File: src/rtl/hazard_stall_unit.sv
// Stall/flush generator for the 5-stage pipeline: resolves the hazards forwarding
// cannot (load-use, branch operands in D, HI/LO vs. a multi-cycle mult/div) and redirects.
module hazard_stall_unit #(
  parameter int MULDIV_LAT = 4,
  parameter int CNT_W      = 3
) (
  input  logic       clk,
  input  logic       reset,
  input  logic [4:0] rs_D,
  input  logic [4:0] rt_D,
  input  logic [4:0] rt_E,
  input  logic [4:0] writereg_E,
  input  logic       regwrite_E,
  input  logic       memtoreg_E,
  input  logic [4:0] writereg_M,
  input  logic       memtoreg_M,
  input  logic       branch_D,
  input  logic       branch_taken_D,
  input  logic       jump_D,
  input  logic       muldiv_D,
  input  logic       hilo_rd_D,
  input  logic       muldiv_start_E,
  output logic       stall_F,
  output logic       stall_D,
  output logic       flush_D,
  output logic       flush_E,
  output logic       muldiv_busy
);

  typedef enum logic {IDLE, BUSY} state_t;

  localparam logic [CNT_W-1:0] LAT = CNT_W'(MULDIV_LAT);
  localparam logic [CNT_W-1:0] ONE = CNT_W'(1);

  state_t           state, state_nxt;
  logic [CNT_W-1:0] cnt, cnt_nxt;
  logic             lwstall, brstall, hlstall, stall;

  // A D-stage source that is still being produced upstream and cannot be bypassed
  // into the D-stage comparator: an ALU result in E or a load result in M.
  function automatic logic src_hazard(input logic [4:0] r,
                                      input logic       rw_e,
                                      input logic [4:0] wr_e,
                                      input logic       ld_m,
                                      input logic [4:0] wr_m);
    return (r != 5'd0) && ((rw_e && (wr_e == r)) || (ld_m && (wr_m == r)));
  endfunction

  always_ff @(posedge clk) begin
    if (reset) begin
      state <= IDLE;
      cnt   <= '0;
    end else begin
      state <= state_nxt;
      cnt   <= cnt_nxt;
    end
  end

  // A start while busy restarts the full latency window.
  always_comb begin
    state_nxt = state;
    cnt_nxt   = cnt;
    case (state)
      IDLE: begin
        if (muldiv_start_E) begin
          state_nxt = BUSY;
          cnt_nxt   = LAT;
        end
      end
      BUSY: begin
        if (muldiv_start_E) begin
          cnt_nxt = LAT;
        end else if (cnt == ONE) begin
          state_nxt = IDLE;
          cnt_nxt   = '0;
        end else begin
          cnt_nxt = cnt - ONE;
        end
      end
      default: begin
        state_nxt = IDLE;
        cnt_nxt   = '0;
      end
    endcase
  end

  assign muldiv_busy = (state == BUSY);

  assign lwstall = memtoreg_E && (rt_E != 5'd0) && ((rt_E == rs_D) || (rt_E == rt_D));

  // jr only reads rs, so rt is checked for conditional branches alone.
  assign brstall = ((branch_D || jump_D) &&
                    src_hazard(rs_D, regwrite_E, writereg_E, memtoreg_M, writereg_M)) ||
                   (branch_D &&
                    src_hazard(rt_D, regwrite_E, writereg_E, memtoreg_M, writereg_M));

  assign hlstall = (hilo_rd_D || muldiv_D) && (muldiv_busy || muldiv_start_E);

  assign stall = !reset && (lwstall || brstall || hlstall);

  assign stall_F = stall;
  assign stall_D = stall;
  assign flush_E = stall;
  // Stall wins over redirect; the redirect fires once the stall drops.
  assign flush_D = !reset && !stall && ((branch_D && branch_taken_D) || jump_D);

endmodule

File: config.mk
export PLATFORM = sky130hd
export DESIGN_NAME = hazard_stall_unit
export DESIGN_NICKNAME = d
export VERILOG_FILES = /design/src/rtl/hazard_stall_unit.sv
export SDC_FILE = /design/constraint.sdc
export NUM_CORES = 1
export LEC_CHECK = 0
export BUFFER_PORTS_ARGS = -buffer_cell sky130_fd_sc_hd__buf_2
export CELL_PAD_IN_SITES_DETAIL_PLACEMENT = 0
export CELL_PAD_IN_SITES_GLOBAL_PLACEMENT = 1
export CORE_MARGIN = 1.5
export CORE_UTILIZATION = 27
export CTS_CLUSTER_DIAMETER = 200
export DETAILED_ROUTE_END_ITERATION = 10
export GPL_TIMING_DRIVEN = 1
export PLACE_DENSITY = 0.87
export SLEW_MARGIN = 20
export SYNTH_ARGS = -nofsm -noshare
export SYNTH_HDL_FRONTEND = slang
export SYNTH_SLANG_ARGS = --single-unit
File: constraint.sdc
create_clock -name clk -period 1.7 [get_ports clk]
set_input_delay 0.085 -clock clk [delete_from_list [all_inputs] [get_ports clk]]
set_output_delay 0.085 -clock clk [all_outputs]
set_load 0.1 [all_outputs]
==> results.ini <==
[pwr]
clockPowerShare = 0.245
p_int_mw = 0.3107
power_frac_comb = 0.555
switching_share = 0.4118
powerDensity_mw_per_mm2 = 558.4
cellLeakagePower_nw = 0.3765
seqPwrFrac = 0.200
ir_drop_mv = 0.2635
switchingPower_mw = 0.2175

[place]
hpwl_um = 1590
portBuffers = 40
gp_congestion = 0.8445

[worst_setup_path]
cpMaxStageDelayCell = or4_4
critPathMaxFanout = 2
start_kind = input port
crit_required_ps = 1620
r2r_end = cnt[0]
r2r_start = cnt[1]
cp_slowest_stage_delay_ps = 530
cp-end-kind = output port
reg2reg_depth = 6
path_cells = buf_2 -> or4_4 -> o22a_1 -> a32oi_2 -> and3_4 -> buf_12
crit_type = input port to output port
cp-startpoint = rs_D[1]
rrSetupSlack_ps = 530
cp.arrival_ps = 1540

[synthesis]
synth_cell_types = 20
syn_nets = 120
ys_warn_count = 0
syn_inst = 82
synth_top_area_frac = 0.4260
netlist_area_um2 = 616.8
synth_top_area_cell = xnor2_1
syn-mean-instance-area_um2 = 7.522
synth_seq_cells = 4
yosysSeqAreaShare = 0.1298
synthTopCellsByArea = xnor2_1, dfxtp_1, nand2_1

[floorplan]
initial_core_util = 0.2816
boundaryPins = 41
rows = 17
core_area_mm2 = 0.002191
die_height_um = 50.80
dieArea_mm2 = 0.002580
die_x_um = 50.80

[sta]
tightest_slew_ps = 482.0
fin_crit_sh = 0.9586
fin_crit_ps = 1630
max_clock_freq_mhz = 613.7
setup_violations = 0
hold_slack_ps = 68.19
hold_viol_final = 0
fin_tns_setup_ps = 0
rsz0062_at_grt = no
slew_headroom = 0.6809
slew_viol_final = 0
skew_ps = 3.750

[hold_path]
holdCritPathClass = input port to register
worstHoldPathCells = 2
worstHoldStart = muldiv_start_E
holdPathEnd = cnt[0]

[layout]
area_delta_synth_final_pct = 53.35
final_cell_mix = buf_2, xnor2_1, nand2_1, clkbuf_4
layout-drive-gt1-share = 0.4173
diodes = 0
nNetsFinal = 166
final_common_cell = buf_2
num-fill-cells = 240

[grt]
overflow = 0
grt_usage = 0.1487
grt_pass1_wl_um = 2877
grt_start_max_net_pins = 8
grt_pass1_vias = 687
grt_antenna_before_repair = 0

[cts]
clk_pin_slew_worst_paths_ps = 40
ctsHoldBuffers = 0
post-cts-setup-buffers = 0
clockRootBuffer = clkbuf_4
htree_levels = 1
cts_sinks = 4
tritoncts = done
clock_latency_ps = 240
numCtsBuffers = 3
cts_buffer_depth = 2

[drt]
drtIter0Drc = 9
wire_per_inst_um = 11.65
viasPerCell = 4.677
num_vias = 725
drt_first_pass_iters = 3
routed_wl_um = 1806
drc = 0
drtAntennaViolNets = 0

[flow_run]
max_cap_violations = 0

[outcome]
status = complete, no violations

[stage by stage]
step | instances | instance area (um^2) | power [mW] | setup WS [ps] | util
2_1_floorplan | 82 | 633.1 | 0.2900 | -212.6 | -
3_3_place_gp | 151 | 890.9 | 0.3872 | -14.86 | 0.4066
3_5_place_dp | 151 | 890.9 | 0.3933 | -41.00 | 0.4066
4_1_cts | 155 | 924.6 | 0.5293 | 17.40 | 0.4220
5_1_grt | 155 | 945.9 | 0.5624 | 3.372 | 0.4318
6_report | 155 | 945.9 | 0.5282 | 70.43 | 0.4318
[synthesized netlist by cell type]
cell       number
xnor2_1        30
nand2_1         9
a21oi_1         5
dfxtp_1         4
inv_1           4
nand4_1         4
nor2_1          4
nor3_1          4
o22ai_1         3
buf_4           2
ha_1            2
nand3_1         2
o22a_1          2
a2111oi_0       1
a31oi_1         1
a32oi_1         1
and3_1          1
mux2_2          1
o21ai_0         1
or4_1           1
[power by group through the flow]
stage / Combinational (mW) / Clock (mW) / Sequential (mW)
2_1_floorplan: 0.171 / 0 / 0.119
3_3_place_gp: 0.280 / 0 / 0.107
3_5_place_dp: 0.286 / 0 / 0.107
4_1_cts: 0.288 / 0.136 / 0.106
5_1_grt: 0.315 / 0.140 / 0.107
6_report: 0.293 / 0.129 / 0.106
[routing by layer]
layer  GRT usage  part of all wire  wire, um
met5           0                 0         0
met3     0.02679             0.057       103
met2      0.2895              0.52       936
met1      0.1667              0.42       766
met4     0.02703                 0         0
[how the worst max path moves through the flow]
stage | cells past startpoint | end
CTS | 6 | flush_D
detailed placement | 6 | flush_D
finish | 6 | flush_D
global placement | 6 | flush_D
global route | 6 | flush_D
floorplan | 4 | stall_D
[worst max-delay path: cells and delay by family]
kind	cells	cell delay, ps
and+or+nand+nor	2	770
AOI/OAI and AO/OA	2	410
buffers and inverters	2	270
[state kept, by name, summed over array words and instances, names as in the netlist]
register,flops
muldiv_busy,1
cnt,3
[repair_timing]
item / in CTS / in global routing
pin swaps: 0 / 3
setup endpoints to repair: 1 / 4
resized for setup: 1 / 6
[cell families (layout without fill, tap and decap cells)]
logic type | after synthesis | count (layout) | share of synthesized area
fa+ha+maj | 2 | 2 | 0.04056
buf+inv | 6 | 51 | 0.04867
xor+xnor | 30 | 30 | 0.4260
simple gates | 25 | 25 | 0.1907
compound gates | 14 | 14 | 0.1461
flops | 4 | 4 | 0.1298
mux | 1 | 1 | 0.01825
[final cells by class]
class / count / area, um^2 / share of cell area
clock buffers: 4 / 26.28 / 0.02778
inverters: 4 / 15.01 / 0.01587
multi-input cells: 72 / 540.5 / 0.5714
flip-flops and latches: 4 / 83.83 / 0.08862
well taps: 28 / 35.03 / 0.03704
repair buffers: 43 / 245.2 / 0.2593
(Power assumes the default switching activity.)
